File: config.mk
export PLATFORM = sky130hd
export DESIGN_NAME = imm_inserter
export DESIGN_NICKNAME = d
export VERILOG_FILES = /design/src/rtl/imm_inserter.sv
export SDC_FILE = /design/constraint.sdc
export NUM_CORES = 1
export LEC_CHECK = 0
export ABC_CLOCK_PERIOD_IN_PS = 5360
export CORE_ASPECT_RATIO = 0.6
export CORE_MARGIN = 2
export CORE_UTILIZATION = 54
export DETAILED_ROUTE_END_ITERATION = 6
export HOLD_SLACK_MARGIN = 0.03
export MAX_ROUTING_LAYER = met4
export PLACE_DENSITY = 0.86
export SLEW_MARGIN = 20
export SYNTH_ARGS = -nofsm -noshare
export SYNTH_HDL_FRONTEND = slang
export SYNTH_SLANG_ARGS = --single-unit
File: constraint.sdc
create_clock -name clk_i -period 5.36 [get_ports clk_i]
set_input_delay 1.072 -clock clk_i [delete_from_list [all_inputs] [get_ports clk_i]]
set_output_delay 1.072 -clock clk_i [all_outputs]
set_load 0.02 [all_outputs]
File: src/rtl/imm_inserter.sv
// Immediate inserter: packs a two's-complement immediate into the bit fields
// of an RV32I or RVC instruction format on top of a template instruction.
// The result leaves through an elastic valid/ready stage with one skid entry.
//
// Handshake: a request transfers on any rising clk_i where valid_i && ready_o;
// a result transfers on any rising clk_i where valid_o && ready_i. A producer
// holds valid_i and its payload until it transfers. This stage holds valid_o
// and instr_o/err_* stable until the result transfers.
//
// immediate_type_i encoding:
//   0 I, 1 S, 2 B, 3 U, 4 J, 5 CJ, 6 CJR, 7 CI, 8 CIW, 9 CLUI,
//   10 CSPL, 11 CSPS, 12 CLS, 13 CB, 14 C16; 15 behaves as I.
module imm_inserter #(
  parameter int DWIDTH    = 32,
  parameter int ERR_CNT_W = 8
) (
  input  logic                 clk_i,
  input  logic                 rst_n_i,
  input  logic                 valid_i,
  output logic                 ready_o,
  input  logic [3:0]           immediate_type_i,
  input  logic [DWIDTH-1:0]    imm_i,
  input  logic [31:0]          instr_i,
  output logic                 valid_o,
  input  logic                 ready_i,
  output logic [31:0]          instr_o,
  output logic                 err_range_o,
  output logic                 err_align_o,
  output logic [ERR_CNT_W-1:0] err_cnt_o
);

  localparam logic [3:0] IMM_I    = 4'd0;
  localparam logic [3:0] IMM_S    = 4'd1;
  localparam logic [3:0] IMM_B    = 4'd2;
  localparam logic [3:0] IMM_U    = 4'd3;
  localparam logic [3:0] IMM_J    = 4'd4;
  localparam logic [3:0] IMM_CJ   = 4'd5;
  localparam logic [3:0] IMM_CJR  = 4'd6;
  localparam logic [3:0] IMM_CI   = 4'd7;
  localparam logic [3:0] IMM_CIW  = 4'd8;
  localparam logic [3:0] IMM_CLUI = 4'd9;
  localparam logic [3:0] IMM_CSPL = 4'd10;
  localparam logic [3:0] IMM_CSPS = 4'd11;
  localparam logic [3:0] IMM_CLS  = 4'd12;
  localparam logic [3:0] IMM_CB   = 4'd13;
  localparam logic [3:0] IMM_C16  = 4'd14;

  // True when v fits an n-bit signed field: everything from bit n-1 up is a
  // copy of the sign.
  function automatic logic fits_signed(input logic [DWIDTH-1:0] v, input int n);
    logic [DWIDTH-1:0] top;
    top = $unsigned($signed(v) >>> (n - 1));
    return (&top) | ~(|top);
  endfunction

  // True when v fits an n-bit unsigned field.
  function automatic logic fits_unsigned(input logic [DWIDTH-1:0] v, input int n);
    return ((v >> n) == '0);
  endfunction

  // True when any of the low a bits are set.
  function automatic logic low_set(input logic [DWIDTH-1:0] v, input int a);
    logic [DWIDTH-1:0] m;
    m = (DWIDTH'(1) << a) - DWIDTH'(1);
    return |(v & m);
  endfunction

  logic        accept;
  logic        out_free;
  logic [31:0] ins_instr;
  logic        ins_range;
  logic        ins_align;

  logic        skid_valid;
  logic [31:0] skid_instr;
  logic        skid_range;
  logic        skid_align;

  assign ready_o  = ~skid_valid;
  assign accept   = valid_i & ready_o;
  assign out_free = ~valid_o | ready_i;

  // Overwrite the format's immediate fields in the template and classify errors;
  // fields are written from the truncated low bits even when a check fails.
  always_comb begin
    ins_instr = instr_i;
    ins_range = 1'b0;
    ins_align = 1'b0;
    case (immediate_type_i)
      IMM_S: begin
        ins_instr[31:25] = imm_i[11:5];
        ins_instr[11:7]  = imm_i[4:0];
        ins_range        = ~fits_signed(imm_i, 12);
      end
      IMM_B: begin
        ins_instr[31]    = imm_i[12];
        ins_instr[30:25] = imm_i[10:5];
        ins_instr[11:8]  = imm_i[4:1];
        ins_instr[7]     = imm_i[11];
        ins_range        = ~fits_signed(imm_i, 13);
        ins_align        = imm_i[0];
      end
      IMM_U: begin
        ins_instr[31:12] = imm_i[31:12];
        ins_range        = ~fits_signed(imm_i, 32);
        ins_align        = low_set(imm_i, 12);
      end
      IMM_J: begin
        ins_instr[31]    = imm_i[20];
        ins_instr[30:21] = imm_i[10:1];
        ins_instr[20]    = imm_i[11];
        ins_instr[19:12] = imm_i[19:12];
        ins_range        = ~fits_signed(imm_i, 21);
        ins_align        = imm_i[0];
      end
      IMM_CJ: begin
        ins_instr[12]   = imm_i[11];
        ins_instr[11]   = imm_i[4];
        ins_instr[10:9] = imm_i[9:8];
        ins_instr[8]    = imm_i[10];
        ins_instr[7]    = imm_i[6];
        ins_instr[6]    = imm_i[7];
        ins_instr[5:3]  = imm_i[3:1];
        ins_instr[2]    = imm_i[5];
        ins_range       = ~fits_signed(imm_i, 12);
        ins_align       = imm_i[0];
      end
      IMM_CJR: begin
        // No immediate field: any nonzero value cannot be encoded.
        ins_range = |imm_i;
      end
      IMM_CI: begin
        ins_instr[12]  = imm_i[5];
        ins_instr[6:2] = imm_i[4:0];
        ins_range      = ~fits_signed(imm_i, 6);
      end
      IMM_CIW: begin
        ins_instr[12:11] = imm_i[5:4];
        ins_instr[10:7]  = imm_i[9:6];
        ins_instr[6]     = imm_i[2];
        ins_instr[5]     = imm_i[3];
        ins_range        = ~fits_unsigned(imm_i, 10);
        ins_align        = low_set(imm_i, 2);
      end
      IMM_CLUI: begin
        ins_instr[12]  = imm_i[17];
        ins_instr[6:2] = imm_i[16:12];
        ins_range      = ~fits_signed(imm_i, 18);
        ins_align      = low_set(imm_i, 12);
      end
      IMM_CSPL: begin
        ins_instr[12]  = imm_i[5];
        ins_instr[6:4] = imm_i[4:2];
        ins_instr[3:2] = imm_i[7:6];
        ins_range      = ~fits_unsigned(imm_i, 8);
        ins_align      = low_set(imm_i, 2);
      end
      IMM_CSPS: begin
        ins_instr[12:9] = imm_i[5:2];
        ins_instr[8:7]  = imm_i[7:6];
        ins_range       = ~fits_unsigned(imm_i, 8);
        ins_align       = low_set(imm_i, 2);
      end
      IMM_CLS: begin
        ins_instr[12:10] = imm_i[5:3];
        ins_instr[6]     = imm_i[2];
        ins_instr[5]     = imm_i[6];
        ins_range        = ~fits_unsigned(imm_i, 7);
        ins_align        = low_set(imm_i, 2);
      end
      IMM_CB: begin
        ins_instr[12]    = imm_i[8];
        ins_instr[11:10] = imm_i[4:3];
        ins_instr[6:5]   = imm_i[7:6];
        ins_instr[4:3]   = imm_i[2:1];
        ins_instr[2]     = imm_i[5];
        ins_range        = ~fits_signed(imm_i, 9);
        ins_align        = imm_i[0];
      end
      IMM_C16: begin
        ins_instr[12]  = imm_i[9];
        ins_instr[6]   = imm_i[4];
        ins_instr[5]   = imm_i[6];
        ins_instr[4:3] = imm_i[8:7];
        ins_instr[2]   = imm_i[5];
        ins_range      = ~fits_signed(imm_i, 10);
        ins_align      = low_set(imm_i, 4);
      end
      default: begin
        // IMM_I and the unused encoding share the I layout.
        ins_instr[31:20] = imm_i[11:0];
        ins_range        = ~fits_signed(imm_i, 12);
      end
    endcase
  end

  // Output register plus skid entry: a request accepted while the output is
  // stalled parks in the skid; the skid drains into the output first.
  always_ff @(posedge clk_i or negedge rst_n_i) begin
    if (!rst_n_i) begin
      valid_o     <= 1'b0;
      instr_o     <= '0;
      err_range_o <= 1'b0;
      err_align_o <= 1'b0;
      skid_valid  <= 1'b0;
      skid_instr  <= '0;
      skid_range  <= 1'b0;
      skid_align  <= 1'b0;
    end else if (out_free) begin
      if (skid_valid) begin
        valid_o     <= 1'b1;
        instr_o     <= skid_instr;
        err_range_o <= skid_range;
        err_align_o <= skid_align;
        skid_valid  <= 1'b0;
      end else if (accept) begin
        valid_o     <= 1'b1;
        instr_o     <= ins_instr;
        err_range_o <= ins_range;
        err_align_o <= ins_align;
      end else begin
        valid_o <= 1'b0;
      end
    end else if (accept) begin
      skid_valid <= 1'b1;
      skid_instr <= ins_instr;
      skid_range <= ins_range;
      skid_align <= ins_align;
    end
  end

  // Saturating count of accepted requests that carry any error.
  always_ff @(posedge clk_i or negedge rst_n_i) begin
    if (!rst_n_i) begin
      err_cnt_o <= '0;
    end else if (accept && (ins_range || ins_align) && !(&err_cnt_o)) begin
      err_cnt_o <= err_cnt_o + ERR_CNT_W'(1);
    end
  end

endmodule

### Yosys cells after proc, flatten, opt, wreduce, memory -nomap -nowiden

Cells that the tools add are included.

| word-level totals | value |
|---|---|
| register bits | 78 |
| bits in latches | 0 |
| memory bits (writable) | 0 |
| bits in read-only memories | 0 |
| input bits | 72 |
| output and inout bits | 44 |
| logic and storage cells | 115 |
| memories kept | 0 |

| operators by class | value |
|---|---|
| $add $sub $neg | 1 |
| multiply operators | 0 |
| divide/modulo/power cells | 0 |
| order comparisons | 0 |
| equal/unequal tests | 14 |
| shift-type cells | 0 |
| muxes and demuxes | 20 |
| bitwise operators | 29 |
| reduce and logical (&&, ||, !) cells | 42 |

Operators with widths:

| kind | count |
|---|---|
| logical NOT 32 bit | 3 |
| two-way mux 32 bit | 2 |
| OR reduction 12 bit | 3 |
| OR reduction 32 bit | 1 |
| one-hot mux 3 bit (5 select lines) | 2 |
| == test 4 bit (second input constant) | 7 |
| one-hot mux 7 bit (4 select lines) | 1 |
| AND reduction 27 bit | 1 |
| OR reduction 27 bit | 1 |
| AND reduction 24 bit | 1 |
| OR reduction 24 bit | 1 |
| AND reduction 23 bit | 1 |
| OR reduction 23 bit | 1 |
| AND reduction 21 bit | 1 |
| OR reduction 21 bit | 1 |
| NOT 1 bit | 20 |
| AND reduction 20 bit | 1 |
| OR reduction 20 bit | 1 |
| == test 4 x 3 -> 1 bit (second input constant) | 4 |
| one-hot mux 5 bit (3 select lines) | 1 |
| AND reduction 15 bit | 1 |
| OR reduction 15 bit | 1 |
| one-hot mux 2 bit (7 select lines) | 1 |
| OR reduction 2 bit | 7 |
| other kinds (21) | 42 |

### Depth between registers and ports, before layout

Gate-level depths: netlist of run 1.

| logic depth | value |
|---|---|
| word-level depth | 8 |
| mapped depth | 11 |
| mapped depth without buffers | 8 |

### Worst setup path before layout of run 1

OpenSTA, ideal clock, no wires.

| timing | value |
|---|---|
| path type | input to register |
| start | input port imm_i[8] |
| end | register err_cnt_o[1] |
| setup time | 125 ps |
| data arrival time | 3086 ps |
| data required time | 5235 ps |
| path slack | 2149 ps |
| cell stages on the path | 9 |
| path buffers | 1 |
| path through | buf_2 > or4_4 > nor4_4 > a2bb2oi_1 > o21ai_0 > nor3_2 > nand3_4 > and2_4 > mux2_4 |

| on the way | value |
|---|---|
| cells in the longest elaborated chain, start to end | 8 |
| elaborated cells on any way between the ends | 21 |
| those cells by class | mux (2); bitwise (8); reduce/logical (11) |

RTL lines:

| item | line | text |
|---|---|---|
| start, declared | 22 | `input logic [DWIDTH-1:0] imm_i,` |
| OR reduction 27 bit / OR reduction 24 bit (equally long branches) | 53 | `return (&top) \| ~(\|top);` |
| NOT 1 bit | 53 |  |
| bitwise OR 1 bit | 53 |  |
| NOT 1 bit (on tied branches) | 135, 177 |  |
| one-hot mux 1 bit (11 select lines) | 89 | `case (immediate_type_i)` |
| logical OR 1 bit (*) | 236 | `end else if (accept && (ins_range \|\| ins_align) && !(&err_cnt_o)) begin` |
| logical AND 1 bit (*) (2 in a row) | 236 |  |
| end signal, assigned | 237 | `err_cnt_o <= err_cnt_o + ERR_CNT_W'(1);` |
| end, declared | 29 | `output logic [ERR_CNT_W-1:0] err_cnt_o` |

Mark *: on every way between the ends. The rest lies on a longest branch, timed or not.
A chain may end at the register's enable or synchronous reset.

### Worst setup path after layout of run 1

| timing | value |
|---|---|
| start | input port immediate_type_i[3] |
| end | register instr_o[31] |

| on the way | value |
|---|---|
| cells in the longest elaborated chain, start to end | 5 |
| elaborated cells on any way between the ends | 17 |
| those cells by class | eq/ne (13); mux (3); reduce/logical (1) |

RTL lines:

| item | line | text |
|---|---|---|
| start, declared | 21 | `input logic [3:0] immediate_type_i,` |
| == test 4 bit / == test 4 x 3 -> 1 bit (equally long branches) | 89 |  |
| OR reduction 10 bit (no source line) | - |  |
| one-hot mux 7 bit (4 select lines) (*) | 89 |  |
| two-way mux 32 bit (*) | 216 | `end else if (accept) begin` |
| two-way mux 32 bit (*) | 210 | `if (skid_valid) begin` |
| end signal, assigned | 212 | `instr_o <= skid_instr;` |
| end signal, assigned | 218 | `instr_o <= ins_instr;` |
| end, declared | 26 | `output logic [31:0] instr_o,` |

Mark *: on every way between the ends. The rest lies on a longest branch, timed or not. The select of a mux whose other input is x is not followed.

==> results_dict.tcl, run 1 <==
set metrics [dict create \
    critPathSlowestCell "clkdlybuf4s50_1" \
    p_total_mw 2.13 \
    synthTopCellsByCount "100 x nand2_1, 83 x o21ai_0, 78 x dfrtp_1" \
    status "finished clean" \
    num_vias 5297 \
    cp_top_family "simple AND/OR/NAND/NOR gates" \
    max_stage_delay_ns 0.86 \
    cts.sinks 78 \
    track_usage_pct 36.3 \
    drcViolationCount 0 \
    peakVddDrop_uv 288 \
    slew_violations 0 \
    powerDensity_mw_per_mm2 335 \
    min_period_over_period_pct 72.7 \
    grt_pass1_wl_um 26700 \
    ys.flop_type "dfrtp_1" \
    fin_cells 806 \
    syn_inst 599 \
    clk_latency_ns 0.34 \
    synthDistinctLibCells 62 \
    yosys.cell_count.top_type "nand2_1" \
    crit_start "immediate_type_i[3]" \
    syn_nets 672 \
    rsz0062_at_grt "no" \
    dpl_cell_area_sq_mm 0.00608 \
    regArea_sq_mm 0.00195 \
    final_nets 763 \
    power.share.clock_pct 28.0 \
    startpoint_type "input port" \
    post_drt_wl_per_cell_um 21.2 \
    async_flop_share_pct 100 \
    totalWireLength_um 17100 \
    firstDrtPassIters 5 \
    antenna_found_initial 0 \
    grt_overflow 0 \
    rr_worst_depth 4 \
    critPathCaptureType "flop" \
    fp-row-count 26 \
    crit_path_end "instr_o[31]$_DFFE_PN0P_" \
    setup_viol 0 \
    synth_largest_area_cell "dfrtp_1" \
    gp_congestion 1.06 \
    clk_path_buf_depth 2 \
    cap_violations 0 \
    die_area_sq_mm 0.00981 \
    p_int_mw 1.41 \
    grt_start_max_net_pins 79 \
    power.leakage_nw 2.60 \
    critPathKind "in2reg" \
    dp.final_hpwl_um 12100 \
    drive_gt1_share_pct 7.49 \
    drtIter0Drc 659 \
    worst_pin_slew_ns 1.10 \
    r2r-end "skid_align$_DFFE_PN0P_" \
    cts_buffers 9 \
    viasPerCell 6.57 \
    fin_skew_ns 0.00727 \
    cp_max_fo 21 \
    cts_resized 0 \
    io_buffers 115 \
    cts_setup_buffers 0 \
    path_clk_slew_ns 0.06 \
    critPathArrivalTime_ns 4.15 \
    yosysWarnings 0 \
    io_pins 116 \
    cp.required_ns 5.62 \
    p_sw_uw 726 \
    ff2ff_setup_slack_ns 2.51 \
    dp.cells 791 \
    synthesis.area_sq_mm 0.00487 \
    pwr-share-seq_pct 39.2 \
    synth_area_leaders "dfrtp_1 40%, o21ai_0 8.5%, nand2_1 7.7%" \
    multiInputGateArea_sq_mm 0.00270 \
    fillers 635 \
    core_sq_mm 0.00862 \
    fin_area_sq_mm 0.00637 \
    hold_buffers 0 \
    cts_tree "yes" \
    ys_seq_elements 78 \
    setup_tns_ns 0 \
    route.antenna.remaining_nets 0 \
    r2r_start "skid_valid$_DFFE_PN0P_" \
    critPathBufInv 1 \
    die_height_um 77.5 \
    syn2layout_area_growth_pct 30.9 \
    h-tree-depth 3 \
    grt_pass1_vias 5001 \
    worst_hold_slack_ns 0.479 \
    min_path_type "reg2reg" \
    yosysSeqAreaShare_pct 40.1 \
    fp.dieW_um 127 \
    holdPathStages 2 \
    pwr-share-comb_pct 32.7 \
    avgSynthCellArea_sq_um 8.12 \
    synth_edf_count 0 \
    initial_core_util_pct 56.4 \
    clock-root-buffer "clkbuf_16" \
    crit_path_cell_trace "clkdlybuf4s50_1 -> or2_2 -> nor2_1 -> a222oi_1 -> nand3_1 -> o311ai_0 -> a21oi_1 -> mux2i_1 -> o21ai_0" \
    netlist.area_leader.share_pct 40.1 \
    switching_share_pct 34.0 \
    cp_num_cells 9 \
    fmax_ghz 0.257 \
    min_period_ns 3.90 \
    finalHoldViolCount 0 \
    antennaDiodeCount 0 \
    timing.max_slew.rel_slack_pct 26.7 \
]
## placed cells by master, fill, tap and decap left out, types with 5 or more instances in the layout
cell / synthesis / layout
a21oi_1: 48 / 48
a221oi_1: 7 / 7
a222oi_1: 7 / 7
a22o_1: 7 / 7
a22oi_1: 7 / 7
and3_1: 6 / 6
buf_4: 1 / 14
clkbuf_16: 0 / 9
clkdlybuf4s50_1: 0 / 114
dfrtp_1: 78 / 77
inv_1: 9 / 9
mux2_2: 6 / 6
mux2i_1: 17 / 17
nand2_1: 100 / 100
nand2b_1: 6 / 6
nand3_1: 18 / 18
nand4_1: 10 / 10
nor2_1: 53 / 53
nor2b_1: 5 / 5
nor3_1: 7 / 7
nor4_1: 6 / 6
o211ai_1: 7 / 7
o21ai_0: 83 / 82
xnor2_1: 7 / 7
## through the flow
| step | util [%] | worst slack (ns) |
|---|---|---|
| after global routing | 73.9 | 1.26 |
| after global placement | 70.5 | 1.17 |
| final | 73.9 | 1.46 |
| after floorplan | - | 2.15 |
| after detailed placement | 70.5 | 1.26 |
| after CTS | 73.9 | 1.62 |
## area by class of cell
type | count | share of cell area (%)
Clock buffer | 11 | 3.81
Clock inverter | 4 | 0.747
Inverter | 10 | 0.590
Multi-Input combinational cell | 463 | 42.4
Sequential cell | 78 | 30.7
Tap cell | 112 | 2.20
Timing Repair Buffer | 128 | 19.6
## routing by layer
metal / part of all wire (%) / GRT usage (%)
met5: 0 / -
met4: 3.2 / 13.0
met3: 14 / 11.4
met2: 43 / 52.6
met1: 40 / 48.3
## state kept, by name (all words and copies together), names as in the netlist
name / cells
instr_o: 32
skid_instr: 32
err_cnt_o: 8
err_align_o: 1
err_range_o: 1
skid_align: 1
skid_range: 1
skid_valid: 1
valid_o: 1
## worst register-to-register path, cell delays in order, from the launching register on
cell	delay [ns]
dfrtp_2	1.09
inv_2	0.30
nand2_1	0.20
or2_2	0.82
o21ai_0	0.27
## power groups by stage
stage	registers (mW)	logic [mW]	clock network (mW)
after detailed placement	0.838	0.685	0
after global placement	0.826	0.666	0
after global routing	0.853	0.752	0.626
final	0.837	0.698	0.598
after CTS	0.833	0.693	0.602
after floorplan	0.900	0.278	0
## worst min path at each step
stage,from,endpoint,slack [ns]
global placement,skid_instr[0]$_DFFE_PN0P_,skid_instr[0]$_DFFE_PN0P_,0.46
detailed placement,skid_instr[31]$_DFFE_PN0P_,skid_instr[31]$_DFFE_PN0P_,0.47
floorplan,skid_instr[12]$_DFFE_PN0P_,skid_instr[12]$_DFFE_PN0P_,0.45
CTS,skid_instr[12]$_DFFE_PN0P_,skid_instr[12]$_DFFE_PN0P_,0.48
finish,instr_o[12]$_DFFE_PN0P_,instr_o[12]$_DFFE_PN0P_,0.48
global route,skid_instr[12]$_DFFE_PN0P_,skid_instr[12]$_DFFE_PN0P_,0.51
## kinds of logic after synthesis
| logic type | share of synthesized area (%) |
|---|---|
| buffers and inverters | 4.63 |
| adder cells (fa/ha/maj) | 0.257 |
| flip-flops | 40.1 |
| AND/OR/NAND/NOR | 22.4 |
| AO/OA/AOI/OAI | 26.0 |
| multiplexers | 5.19 |
| XOR/XNOR | 1.44 |
Power figures use the tool's default switching activity.
==> run 2: changes to the inputs <==
ABC_CLOCK_PERIOD_IN_PS = 3400   (was 5360)
CORE_UTILIZATION = 46   (was 54)
PLACE_DENSITY = 0.78   (was 0.86)
clock period = 3.4 ns   (was 5.36 ns; I/O delays follow)
==> results_dict.tcl, run 2 (synthesized netlist as in run 1, its figures left out) <==
set metrics [dict create \
    layout_commonest_cell "clkdlybuf4s50_1" \
    drive_gt1_share_pct 11.7 \
    setup_viol 0 \
    dpl_cell_area_sq_mm 0.00640 \
    timing.max_slew.rel_slack_pct 33.4 \
    min_path_type "reg2reg" \
    clk_latency_ns 0.33 \
    cp_max_fo 3 \
    power.leakage_nw 2.79 \
    viasPerCell 6.01 \
    layout_common_cells "114 x clkdlybuf4s50_1, 100 x nand2_1, 82 x o21ai_0, 77 x dfrtp_1, 53 x nor2_1" \
    track_usage_pct 32.0 \
    cp.required_ns 3.61 \
    r2r-end "instr_o[26]$_DFFE_PN0P_" \
    fin_area_sq_mm 0.00670 \
    die_area_sq_mm 0.0114 \
    post_drt_wl_per_cell_um 19.7 \
    cts_buffers 9 \
    powerDensity_mw_per_mm2 510 \
    max_stage_delay_ns 0.62 \
    worst_pin_slew_ns 0.998 \
    dp.cells 851 \
    cts_tree "yes" \
    slew_violations 0 \
    io_buffers 115 \
    clk_path_buf_depth 2 \
    rsz0062_at_grt "no" \
    syn2layout_area_growth_pct 37.7 \
    cts_setup_buffers 0 \
    min_period_over_period_pct 89.3 \
    critPathKind "in2reg" \
    peakVddDrop_uv 486 \
    grt_pass1_wl_um 26900 \
    cts_resized 0 \
    cap_violations 0 \
    totalWireLength_um 17100 \
    p_total_mw 3.42 \
    fin_cells 866 \
    cts.sinks 78 \
    grt_start_max_net_pins 79 \
    status "finished clean" \
    top_regs "instr_o x32, skid_instr x32, err_cnt_o x8" \
    clock-root-buffer "clkbuf_16" \
    drcViolationCount 0 \
    fp-row-count 29 \
    route.antenna.remaining_nets 0 \
    io_pins 116 \
    gp_congestion 0.946 \
    firstDrtPassIters 5 \
    core_sq_mm 0.0105 \
    drtIter0Drc 496 \
    grt_pass1_vias 4925 \
    startpoint_type "input port" \
    hold_buffers 0 \
    grt_overflow 0 \
    critPathArrivalTime_ns 3.25 \
    antenna_found_initial 0 \
    min_period_ns 3.04 \
    initial_core_util_pct 46.6 \
    fp.dieW_um 137 \
    antennaDiodeCount 0 \
    fmax_ghz 0.329 \
    crit_path_end "err_cnt_o[1]$_DFFE_PN0P_" \
    setup_tns_ns 0 \
    cp_num_cells 9 \
    rr_worst_depth 4 \
    dp.final_hpwl_um 12900 \
    r2r_start "skid_valid$_DFFE_PN0P_" \
    critPathBufInv 1 \
    critPathSlowestCell "clkdlybuf4s50_1" \
    h-tree-depth 3 \
    final_nets 796 \
    worst_hold_slack_ns 0.481 \
    crit_path_cell_trace "clkdlybuf4s50_1 -> nand4_1 -> nor4_1 -> a21oi_1 -> o221a_2 -> a221oi_4 -> nand3_4 -> and2_4 -> mux2_4" \
    ff2ff_setup_slack_ns 1.43 \
    crit_start "imm_i[12]" \
    fin_skew_ns 0.00391 \
    num_vias 5201 \
    cp_top_family "simple AND/OR/NAND/NOR gates" \
    die_height_um 83.7 \
    path_clk_slew_ns 0.06 \
    finalHoldViolCount 0 \
    critPathCaptureType "flop" \
]
run 2: layer usage:
layer	vias up	wire length (um)	global-route usage, %
li1	2432	-	-
met1	2486	8310	48.8
met2	261	7110	43.9
met3	22	1370	6.62
met4	0	288	6.84
met5	-	0	-
run 2: worst min-delay path: cells and delay by family, from the launching register on:
| family | cells | cell delay [ns] |
|---|---|---|
| flip-flops | 1 | 0.34 |
| AND/OR/NAND/NOR | 2 | 0.10 |
run 2: worst min path at each step:
stage | startpoint | end | slack, ns | depth (start not counted)
2_1_floorplan | rst_n_i | err_align_o$_DFFE_PN0P_ | 0.38 | 0
3_3_place_gp | skid_instr[20]$_DFFE_PN0P_ | skid_instr[20]$_DFFE_PN0P_ | 0.46 | 2
3_5_place_dp | skid_instr[20]$_DFFE_PN0P_ | skid_instr[20]$_DFFE_PN0P_ | 0.46 | 2
4_1_cts | skid_instr[20]$_DFFE_PN0P_ | skid_instr[20]$_DFFE_PN0P_ | 0.48 | 2
5_1_grt | instr_o[23]$_DFFE_PN0P_ | instr_o[23]$_DFFE_PN0P_ | 0.52 | 2
6_report | skid_instr[7]$_DFFE_PN0P_ | skid_instr[7]$_DFFE_PN0P_ | 0.48 | 2
run 2: metrics by stage:
step                      utilization [%]  setup WS (ns)
after floorplan                         -          0.581
after global placement               61.2         0.0994
after detailed placement             61.2         0.0594
after CTS                            64.1          0.404
after global routing                 64.1          0.245
final                                64.1          0.364
run 2: cell type report:
class	instances	area [sq um]
fill	841	3750
multi-input combinational	463	2700
sequential	78	1950
timing repair buffer	161	1530
clock buffer	10	229
tap	139	174
clock inverter	5	75.1
inverter	10	37.5
run 2: power breakdown:
part / internal (mW) / leakage [nW] / total [mW] / switching, mW
clock: 0.634 / 0.152 / 0.980 / 0.346
sequential: 1.14 / 0.972 / 1.29 / 0.151
combinational: 0.525 / 1.66 / 1.14 / 0.616
==> run 3: changes to the inputs <==
ABC_CLOCK_PERIOD_IN_PS = 3900   (was 3400)
CORE_UTILIZATION = 54   (was 46)
PLACE_DENSITY = 0.86   (was 0.78)
SKIP_CTS_REPAIR_TIMING = 1   (was not set)
clock period = 3.9 ns   (was 3.4 ns; I/O delays follow)
==> results_dict.tcl, run 3 (synthesized netlist as in run 1, its figures left out) <==
set metrics [dict create \
    dpl_worst_slack_ns 0.331 \
    io_pins 116 \
    io_buffers 115 \
    rsz0062_at_grt "no" \
    cp_top_family "simple AND/OR/NAND/NOR gates" \
    route.antenna.remaining_nets 0 \
    post_drt_wl_per_cell_um 21.5 \
    clock-root-buffer "clkbuf_16" \
    peakVddDrop_uv 360 \
    num_vias 5454 \
    crit_path_end "err_cnt_o[1]$_DFFE_PN0P_" \
    die_area_sq_mm 0.00981 \
    syn2layout_area_growth_pct 34.7 \
    final_nets 785 \
    cap_violations 0 \
    cp.required_ns 4.12 \
    finalHoldViolCount 0 \
    grt_pass1_vias 5187 \
    grt_start_max_net_pins 79 \
    fmax_ghz 0.302 \
    fin_skew_ns 0.00383 \
    crit_start "imm_i[5]" \
    critPathCaptureType "flop" \
    critPathSlowestCell "clkdlybuf4s50_1" \
    rr_worst_depth 5 \
    min_period_ns 3.31 \
    switching_share_pct 34.0 \
    p_int_mw 1.97 \
    powerDensity_mw_per_mm2 456 \
    timing.max_slew.rel_slack_pct 27.7 \
    track_usage_pct 38.1 \
    worst_pin_slew_ns 1.08 \
    setup_tns_ns 0 \
    layout_common_cells "114 x clkdlybuf4s50_1, 100 x nand2_1, 82 x o21ai_0, 77 x dfrtp_1, 53 x nor2_1" \
    dp.final_hpwl_um 12800 \
    layout_commonest_cell "clkdlybuf4s50_1" \
    setup_slack_ns 0.586 \
    fp.dieW_um 127 \
    critPathKind "in2reg" \
    initial_core_util_pct 56.4 \
    min_path_type "reg2reg" \
    pwr-share-comb_pct 33.4 \
    antennaDiodeCount 0 \
    finalCoreUtilization_pct 76.1 \
    violations "design-rule violations" \
    fp-row-count 26 \
    clk_latency_ns 0.34 \
    antenna_found_initial 0 \
    cts.sinks 78 \
    h-tree-depth 3 \
    power.leakage_nw 2.72 \
    critPathArrivalTime_ns 3.53 \
    cts_buffers 9 \
    fillers 573 \
    critPathBufInv 1 \
    grt_overflow 0 \
    die_height_um 77.5 \
    fin_cells 829 \
    pwr-share-seq_pct 38.5 \
    drive_gt1_share_pct 10.5 \
    min_period_over_period_pct 85.0 \
    max_stage_delay_ns 0.63 \
    dp.cells 813 \
    power.share.clock_pct 28.2 \
    core_sq_mm 0.00862 \
    path_clk_slew_ns 0.06 \
    startpoint_type "input port" \
    gp_congestion 1.06 \
    totalWireLength_um 17800 \
    viasPerCell 6.58 \
    ff2ff_setup_slack_ns 0.95 \
    cp_num_cells 9 \
    r2r-end "skid_instr[30]$_DFFE_PN0P_" \
    top_regs "instr_o x32, skid_instr x32, err_cnt_o x8" \
    slew_violations 0 \
    r2r_start "skid_valid$_DFFE_PN0P_" \
    cp_max_fo 8 \
    crit_path_cell_trace "clkdlybuf4s50_1 -> or4_4 -> nor4_4 -> a2bb2oi_1 -> o21ai_0 -> nor3_2 -> nand3_4 -> and2_4 -> mux2_4" \
    drtIter0Drc 847 \
    drcViolationCount 12 \
    p_sw_mw 1.02 \
    grt_pass1_wl_um 28100 \
    status "finished, violations left" \
    cts_tree "yes" \
    firstDrtPassIters 7 \
    setup_viol 0 \
    clk_path_buf_depth 2 \
]
==> run 3: power by group through the flow <==
stage          combinational (mW)  sequential (mW)  clock, mW
6_report                    0.997             1.15      0.841
2_1_floorplan               0.383             1.24          0
4_1_cts                     0.985             1.14      0.844
5_1_grt                      1.07             1.17      0.879
3_3_place_gp                0.936             1.13          0
3_5_place_dp                0.964             1.15          0
==> run 3: metrics by stage <==
stage	area (sq um)	total power [mW]	hold slack [ns]
2_1_floorplan	4870	1.62	0.445
3_3_place_gp	6250	2.07	0.457
3_5_place_dp	6250	2.11	0.462
4_1_cts	6560	2.97	0.483
5_1_grt	6560	3.12	0.507
6_report	6560	2.99	0.478
==> run 3: area by class of cell <==
cell class | instances | area (sq um) | area share (%)
Clock buffer | 12 | 256 | 3.91
Clock inverter | 4 | 45.0 | 0.687
Inverter | 10 | 37.5 | 0.573
Multi-Input combinational cell | 463 | 2700 | 41.2
Sequential cell | 78 | 1950 | 29.8
Tap cell | 112 | 140 | 2.14
Timing Repair Buffer | 150 | 1420 | 21.7
==> run 3: how the worst min path moves through the flow <==
stage,cells after the start,endpoint,startpoint
6_report,2,skid_instr[0]$_DFFE_PN0P_,skid_instr[0]$_DFFE_PN0P_
3_3_place_gp,2,skid_instr[20]$_DFFE_PN0P_,skid_instr[20]$_DFFE_PN0P_
4_1_cts,2,skid_instr[0]$_DFFE_PN0P_,skid_instr[0]$_DFFE_PN0P_
3_5_place_dp,2,skid_instr[20]$_DFFE_PN0P_,skid_instr[20]$_DFFE_PN0P_
2_1_floorplan,2,skid_instr[12]$_DFFE_PN0P_,skid_instr[12]$_DFFE_PN0P_
5_1_grt,2,skid_instr[26]$_DFFE_PN0P_,skid_instr[26]$_DFFE_PN0P_
==> run 3: worst reg2reg max path, delay by kind of cell (launching register included) <==
family / cells / cell delay, ns
flops: 1 / 1.08
compound gates: 1 / 0.17
buf+inv: 1 / 0.33
simple gates: 3 / 1.26
==> run 3: routing by layer <==
| metal | share of wire [%] | vias up | track usage [%] | routed length [um] |
|---|---|---|---|---|
| met5 | 0 | - | - | 0 |
| met4 | 3.4 | 0 | 13.2 | 601 |
| met3 | 12 | 59 | 10.6 | 2140 |
| met2 | 43 | 390 | 55.3 | 7640 |
| met1 | 42 | 2596 | 51.7 | 7440 |
| li1 | - | 2409 | - | - |
